[src/rtl/serial_c2_negator.sv]
// serial_c2_negator: two's complement negation of a WIDTH-bit operand,
// computed two bits per cycle through a single 2-bit slice.
//
// Handshake: a transfer happens on a rising edge where valid and ready are
// both 1. Input side: x is taken when in_valid & in_ready (in_ready is 1
// exactly in IDLE). Output side: z/ow are taken when out_valid & out_ready
// (out_valid is 1 exactly in DONE). Valid may rise without waiting for ready,
// and the result holds unchanged while out_valid=1 and out_ready=0.
module serial_c2_negator #(
  parameter int WIDTH = 8
) (
  input  logic             clock,
  input  logic             reset,
  input  logic             in_valid,
  output logic             in_ready,
  input  logic [WIDTH-1:0] x,
  output logic             out_valid,
  input  logic             out_ready,
  output logic [WIDTH-1:0] z,
  output logic             ow,
  output logic [1:0]       state_dbg
);

  localparam int SLICES = WIDTH / 2;
  localparam int IDXW   = (SLICES > 1) ? $clog2(SLICES) : 1;
  localparam logic [IDXW-1:0] LAST_IDX = IDXW'(SLICES - 1);

  typedef enum logic [1:0] {
    IDLE = 2'd0,
    BUSY = 2'd1,
    DONE = 2'd2
  } state_t;

  state_t          state_q;
  state_t          state_d;
  logic [WIDTH-1:0] x_q;
  logic [WIDTH-1:0] z_q;
  logic             ow_q;
  logic             carry_q;
  logic [IDXW-1:0]  idx_q;

  logic       accept;
  logic       last_slice;
  logic [1:0] x_pair;
  logic [2:0] sum;

  // Slice datapath: {carry_out, s1_s0} = ~x1_x0 + carry_in for the current index.
  always_comb begin
    x_pair     = x_q[{idx_q, 1'b0} +: 2];
    sum        = {1'b0, ~x_pair} + {2'b00, carry_q};
    last_slice = (idx_q == LAST_IDX);
  end

  // Next-state and handshake outputs; accept and result transfer live in
  // different states, so they can never happen on the same edge.
  always_comb begin
    state_d   = state_q;
    in_ready  = 1'b0;
    out_valid = 1'b0;
    accept    = 1'b0;
    case (state_q)
      IDLE: begin
        in_ready = 1'b1;
        if (in_valid) begin
          accept  = 1'b1;
          state_d = BUSY;
        end
      end
      BUSY: begin
        if (last_slice) state_d = DONE;
      end
      DONE: begin
        out_valid = 1'b1;
        if (out_ready) state_d = IDLE;
      end
      default: state_d = IDLE;
    endcase
  end

  // State register; reset wins over every other input.
  always_ff @(posedge clock) begin
    if (reset) state_q <= IDLE;
    else       state_q <= state_d;
  end

  // Operand capture, per-slice result write-back and carry/index ripple.
  always_ff @(posedge clock) begin
    if (reset) begin
      x_q     <= '0;
      z_q     <= '0;
      ow_q    <= 1'b0;
      carry_q <= 1'b1;
      idx_q   <= '0;
    end else if (accept) begin
      x_q     <= x;
      carry_q <= 1'b1;
      idx_q   <= '0;
    end else if (state_q == BUSY) begin
      z_q[{idx_q, 1'b0} +: 2] <= sum[1:0];
      carry_q                 <= sum[2];
      if (last_slice) begin
        // Overflow only when both operand and result are negative (x = 100..0).
        ow_q  <= x_q[WIDTH-1] & sum[1];
        idx_q <= '0;
      end else begin
        idx_q <= idx_q + IDXW'(1);
      end
    end
  end

  assign z         = z_q;
  assign ow        = ow_q;
  assign state_dbg = state_q;

endmodule

[config.mk]
export PLATFORM = sky130hd
export DESIGN_NAME = serial_c2_negator
export DESIGN_NICKNAME = d
export VERILOG_FILES = /design/src/rtl/serial_c2_negator.sv
export SDC_FILE = /design/constraint.sdc
export NUM_CORES = 1
export LEC_CHECK = 0
export ABC_CLOCK_PERIOD_IN_PS = 1800
export BUFFER_PORTS_ARGS = -buffer_cell sky130_fd_sc_hd__buf_2
export CAP_MARGIN = 5
export CORE_MARGIN = 4
export CORE_UTILIZATION = 40
export DETAILED_ROUTE_END_ITERATION = 12
export PLACE_DENSITY = 0.66
export SYNTH_ARGS = -nofsm -noshare
export SYNTH_HDL_FRONTEND = slang
export SYNTH_SLANG_ARGS = --single-unit
[constraint.sdc]
create_clock -name clock -period 1.8 [get_ports clock]
set_input_delay 0.18 -clock clock [delete_from_list [all_inputs] [get_ports clock]]
set_output_delay 0.18 -clock clock [all_outputs]
set_load 0.005 [all_outputs]
==> metrics.csv <==
stage;metric;value;unit
worst_setup_path;nature of the critical path startpoint;flip-flop;
routing;WL/cell;12.6;um
layout;utilization after layout;52.7;%
clock_network;root buf cell;clkbuf_4;
timing;Final Hold Viols;0;
routing;residual DRC count;0;
power;Peak supply drop;0.000713;V
synthesis;sequential cell area fraction in the yosys report;40.5;%
clock_network;H-tree Lvls;1;
synthesis;Syn Inst Count;115;
timing;Setup-failing EPs final;2;
worst_setup_path;worst r2r src;idx_q[1]$_SDFFE_PP0N_;
routing;TritonRoute pass-1 iters;4;
layout;Area Overhead vs Synth;23.2;%
floorplan;Die Area;3620;um^2
worst_setup_path;Arr. time, crit path;2.16;ns
flow_run;max-cap violation count;0;
routing;DR vias/cell;4.96;
hold_path;Hold Path Origin;x[6];
power;Clock power frac;35.5;%
routing;initial DRC count;29;
worst_setup_path;Reg2Reg Depth;7;
routing;Vias;853;
timing;max_slew headroom;69.1;%
clock_network;clock sinks;22;
worst_setup_path;Worst path top cell family by delay;simple AND/OR/NAND/NOR gates;
power;Leak;0.000595;uW
timing;Fmax achieved;521;MHz
synthesis;yosys warns;0;
synthesis;Cell variety after synth;24;
timing;unrepaired setup endpoints after global routing;true;
floorplan;Rows;18;
clock_network;CTS Buffer Depth;2;
synthesis;Syn Nets;135;
worst_setup_path;maximum fanout along the worst path;3;
timing;final setup TNS;-0.154;ns
clock_network;setup bufs post-CTS;0;
layout;nets@finish;163;
floorplan;Initial Util;42.7;%
hold_path;Min-Delay Endpoint;x_q[6]$_SDFFE_PP0P_;
power;NetSw;252;uW
worst_setup_path;reg2reg end;z[3]$_SDFFE_PP0P_;
worst_setup_path;Levels on crit path;7;
run_status;violations in the final reports;negative setup slack;
power;cell-internal power;814;uW
hold_path;worst hold-check path type;input port to flip-flop;
timing;pins over their slew limit;0;
timing;Setup Skew;0.00634;ns
power;Gate power share;15.4;%
routing;Antenna Nets Post-Route;0;
clock_network;Clock transition at path regs;0.13;ns
worst_setup_path;Crit. End Element;flip-flop;
worst_setup_path;critical path type;flip-flop to flip-flop;
routing;final WL;2160;um
hold_path;Hold Path Depth;3;
floorplan;I/O Pins;25;
placed_design;gp weighted congestion;0.868;
timing;Final Cycle Share;107;%
floorplan;die height;60.1;um
global_route;vias in the first global route;835;
worst_setup_path;biggest cell delay along the critical path;0.49;ns
worst_setup_path;Crit path top cell by count;ha_4;
clock_network;Num CTS Buffers;3;
worst_setup_path;Worst EP required;2.04;ns
synthesis;synthesized area;1090;um^2
placed_design;pre-CTS WS;-0.0918;ns
layout;fill cell count;246;
timing;min Tclk post-route;1.92;ns
placed_design;hpwl dp;1630;um
worst_setup_path;reg-to-reg slack, setup;-0.12;ns
power;switching share of power;23.6;%
run_status;run status;finished with violations;
global_route;GR Overflow Total;0;
global_route;initial antenna violation count;0;
timing;worst hold slack;0.0936;ns
worst_setup_path;crit-path cells;mux4_2 > inv_2 > ha_4 > ha_4 > nand2_1 > or4b_1 > a21oi_1;
placed_design;I/O Buffers;24;
floorplan;die width;60.1;um
power;Pwr Total;1070;uW
synthesis;#FFs+latches synth;22;
timing;Setup WS post-layout;-0.118;ns
worst_setup_path;Buf+Inv Stages, Crit Path;1;
layout;n_diodes;0;
layout;layout cells sized above 1;33.1;%
global_route;global-route wire length before repair;3710;um
power;Seq pwr share;49.0;%
clock_network;Clock Latency Late Sink;0.31;ns
global_route;largest net degree at the start of global routing;22;
timing;Worst-Margin Slew;0.462;ns
global_route;Global Route Usage Sum;13.6;%
power;Power Dens Cells;795;nW/um^2
clock_network;clock tree from TritonCTS;done;
synthesis;Mean Syn Cell Area;9.45;um^2
floorplan;Placeable Area;2540;um^2
worst_setup_path;critical path's slowest cell;mux4_2;
==> flip-flops by register name, indices dropped and copies added, names as in the netlist <==
| signal | count |
|---|---|
| z | 8 |
| carry_q | 1 |
| x_q | 8 |
| ow | 1 |
| idx_q | 2 |
| state_dbg | 2 |
==> placed cells by master (no fill, tap or decap), types with 2 or more instances in the layout <==
cell type  synthesis  routed
buf_2              2      24
ha_1               8       5
nor3b_1            3       2
or4b_1             2       2
a21oi_1           10      10
nand2_1           15      15
dfxtp_1           22      20
nand3b_4           2       2
mux4_2             2       2
nor2_1            12      12
or4_1              2       2
ha_4               0       2
nand3b_1           2       2
nand3_1            2       2
clkbuf_4           0       3
buf_4              2       5
inv_1              6       5
mux2i_1            9       9
and2b_2            2       2
nand4_1            5       5
==> stage by stage <==
step                cells  instance area [um^2]
finish                172                  1340
CTS                   172                  1340
global route          172                  1340
detailed placement    168                  1280
floorplan             115                  1120
global placement      168                  1280
==> cell type report <==
type | count | area (um^2) | area share (%)
repair buffers | 29 | 158 | 11.8
clock buffers | 3 | 22.5 | 1.68
well taps | 30 | 37.5 | 2.80
inverters | 6 | 22.5 | 1.68
flip-flops and latches | 22 | 445 | 33.2
clock inverters | 1 | 30.0 | 2.24
multi-input cells | 81 | 624 | 46.6
==> power groups by stage <==
stage / Combinational, uW / Sequential (uW) / Clock, uW
2_1_floorplan: 123 / 526 / 0
4_1_cts: 166 / 523 / 390
6_report: 164 / 522 / 379
5_1_grt: 186 / 526 / 400
3_5_place_dp: 163 / 534 / 0
3_3_place_gp: 162 / 533 / 0
==> synthesized netlist by cell type, drive strengths merged <==
cell type,count,share of area (%)
a21boi,1,0.69
a21oi,10,4.6
a22oi,1,0.69
and2b,2,1.6
buf,4,2.3
clkbuf,2,0.69
dfxtp,22,41
ha,8,9.2
inv,6,2.1
mux2i,9,8.3
mux4,2,4.1
nand2,15,5.2
nand3,2,0.92
nand3b,4,5.1
nand4,5,2.9
nor2,12,4.1
nor3,1,0.46
nor3b,3,2.1
o21ai,1,0.46
or2b,1,0.81
or4,2,1.4
or4b,2,1.8
==> timing repair <==
item                                    CTS  global route
hold buffers                              0             0
resized for setup                         0             1
endpoints found under the setup margin    2             8
pin swaps                                 0             2
==> per-layer routing <==
layer  up-vias  track usage, %  wire length, um
li1        450               -                -
met4         0            3.80                0
met5         -               0                0
met1       385            15.9             1010
met2        18            23.9             1040
met3         0            3.89              117
==> worst max path at each step <==
| stage | from | end | slack, ns |
|---|---|---|---|
| after global routing | idx_q[1]$_SDFFE_PP0N_ | z[3]$_SDFFE_PP0P_ | -0.18 |
| after floorplan | idx_q[1]$_SDFFE_PP0N_ | z[3]$_SDFFE_PP0P_ | -0.07 |
| after detailed placement | idx_q[1]$_SDFFE_PP0N_ | z[3]$_SDFFE_PP0P_ | -0.09 |
| after CTS | idx_q[1]$_SDFFE_PP0N_ | z[3]$_SDFFE_PP0P_ | -0.12 |
| after global placement | idx_q[1]$_SDFFE_PP0N_ | z[3]$_SDFFE_PP0P_ | -0.04 |
| final | idx_q[1]$_SDFFE_PP0N_ | z[3]$_SDFFE_PP0P_ | -0.12 |
==> worst reg2reg max path, stage by stage (launching register included) <==
cell and delay, ns:
dfxtp_4 0.37, mux4_2 0.49, inv_2 0.08, ha_4 0.13
ha_4 0.13, nand2_1 0.04, or4b_1 0.46, a21oi_1 0.14
==> kinds of logic (layout without fill, tap and decap cells) <==
| kind of cell | count (synthesis) | in the layout | share of synthesized area [%] |
|---|---|---|---|
| AND/OR/NAND/NOR | 49 | 49 | 26.4 |
| adder cells (fa/ha/maj) | 8 | 8 | 9.21 |
| AO/OA/AOI/OAI | 13 | 13 | 6.44 |
| buffers and inverters | 12 | 39 | 5.06 |
| multiplexers | 11 | 11 | 12.4 |
| flip-flops | 22 | 22 | 40.5 |
Note: power is estimated with default switching activity, not from simulation.
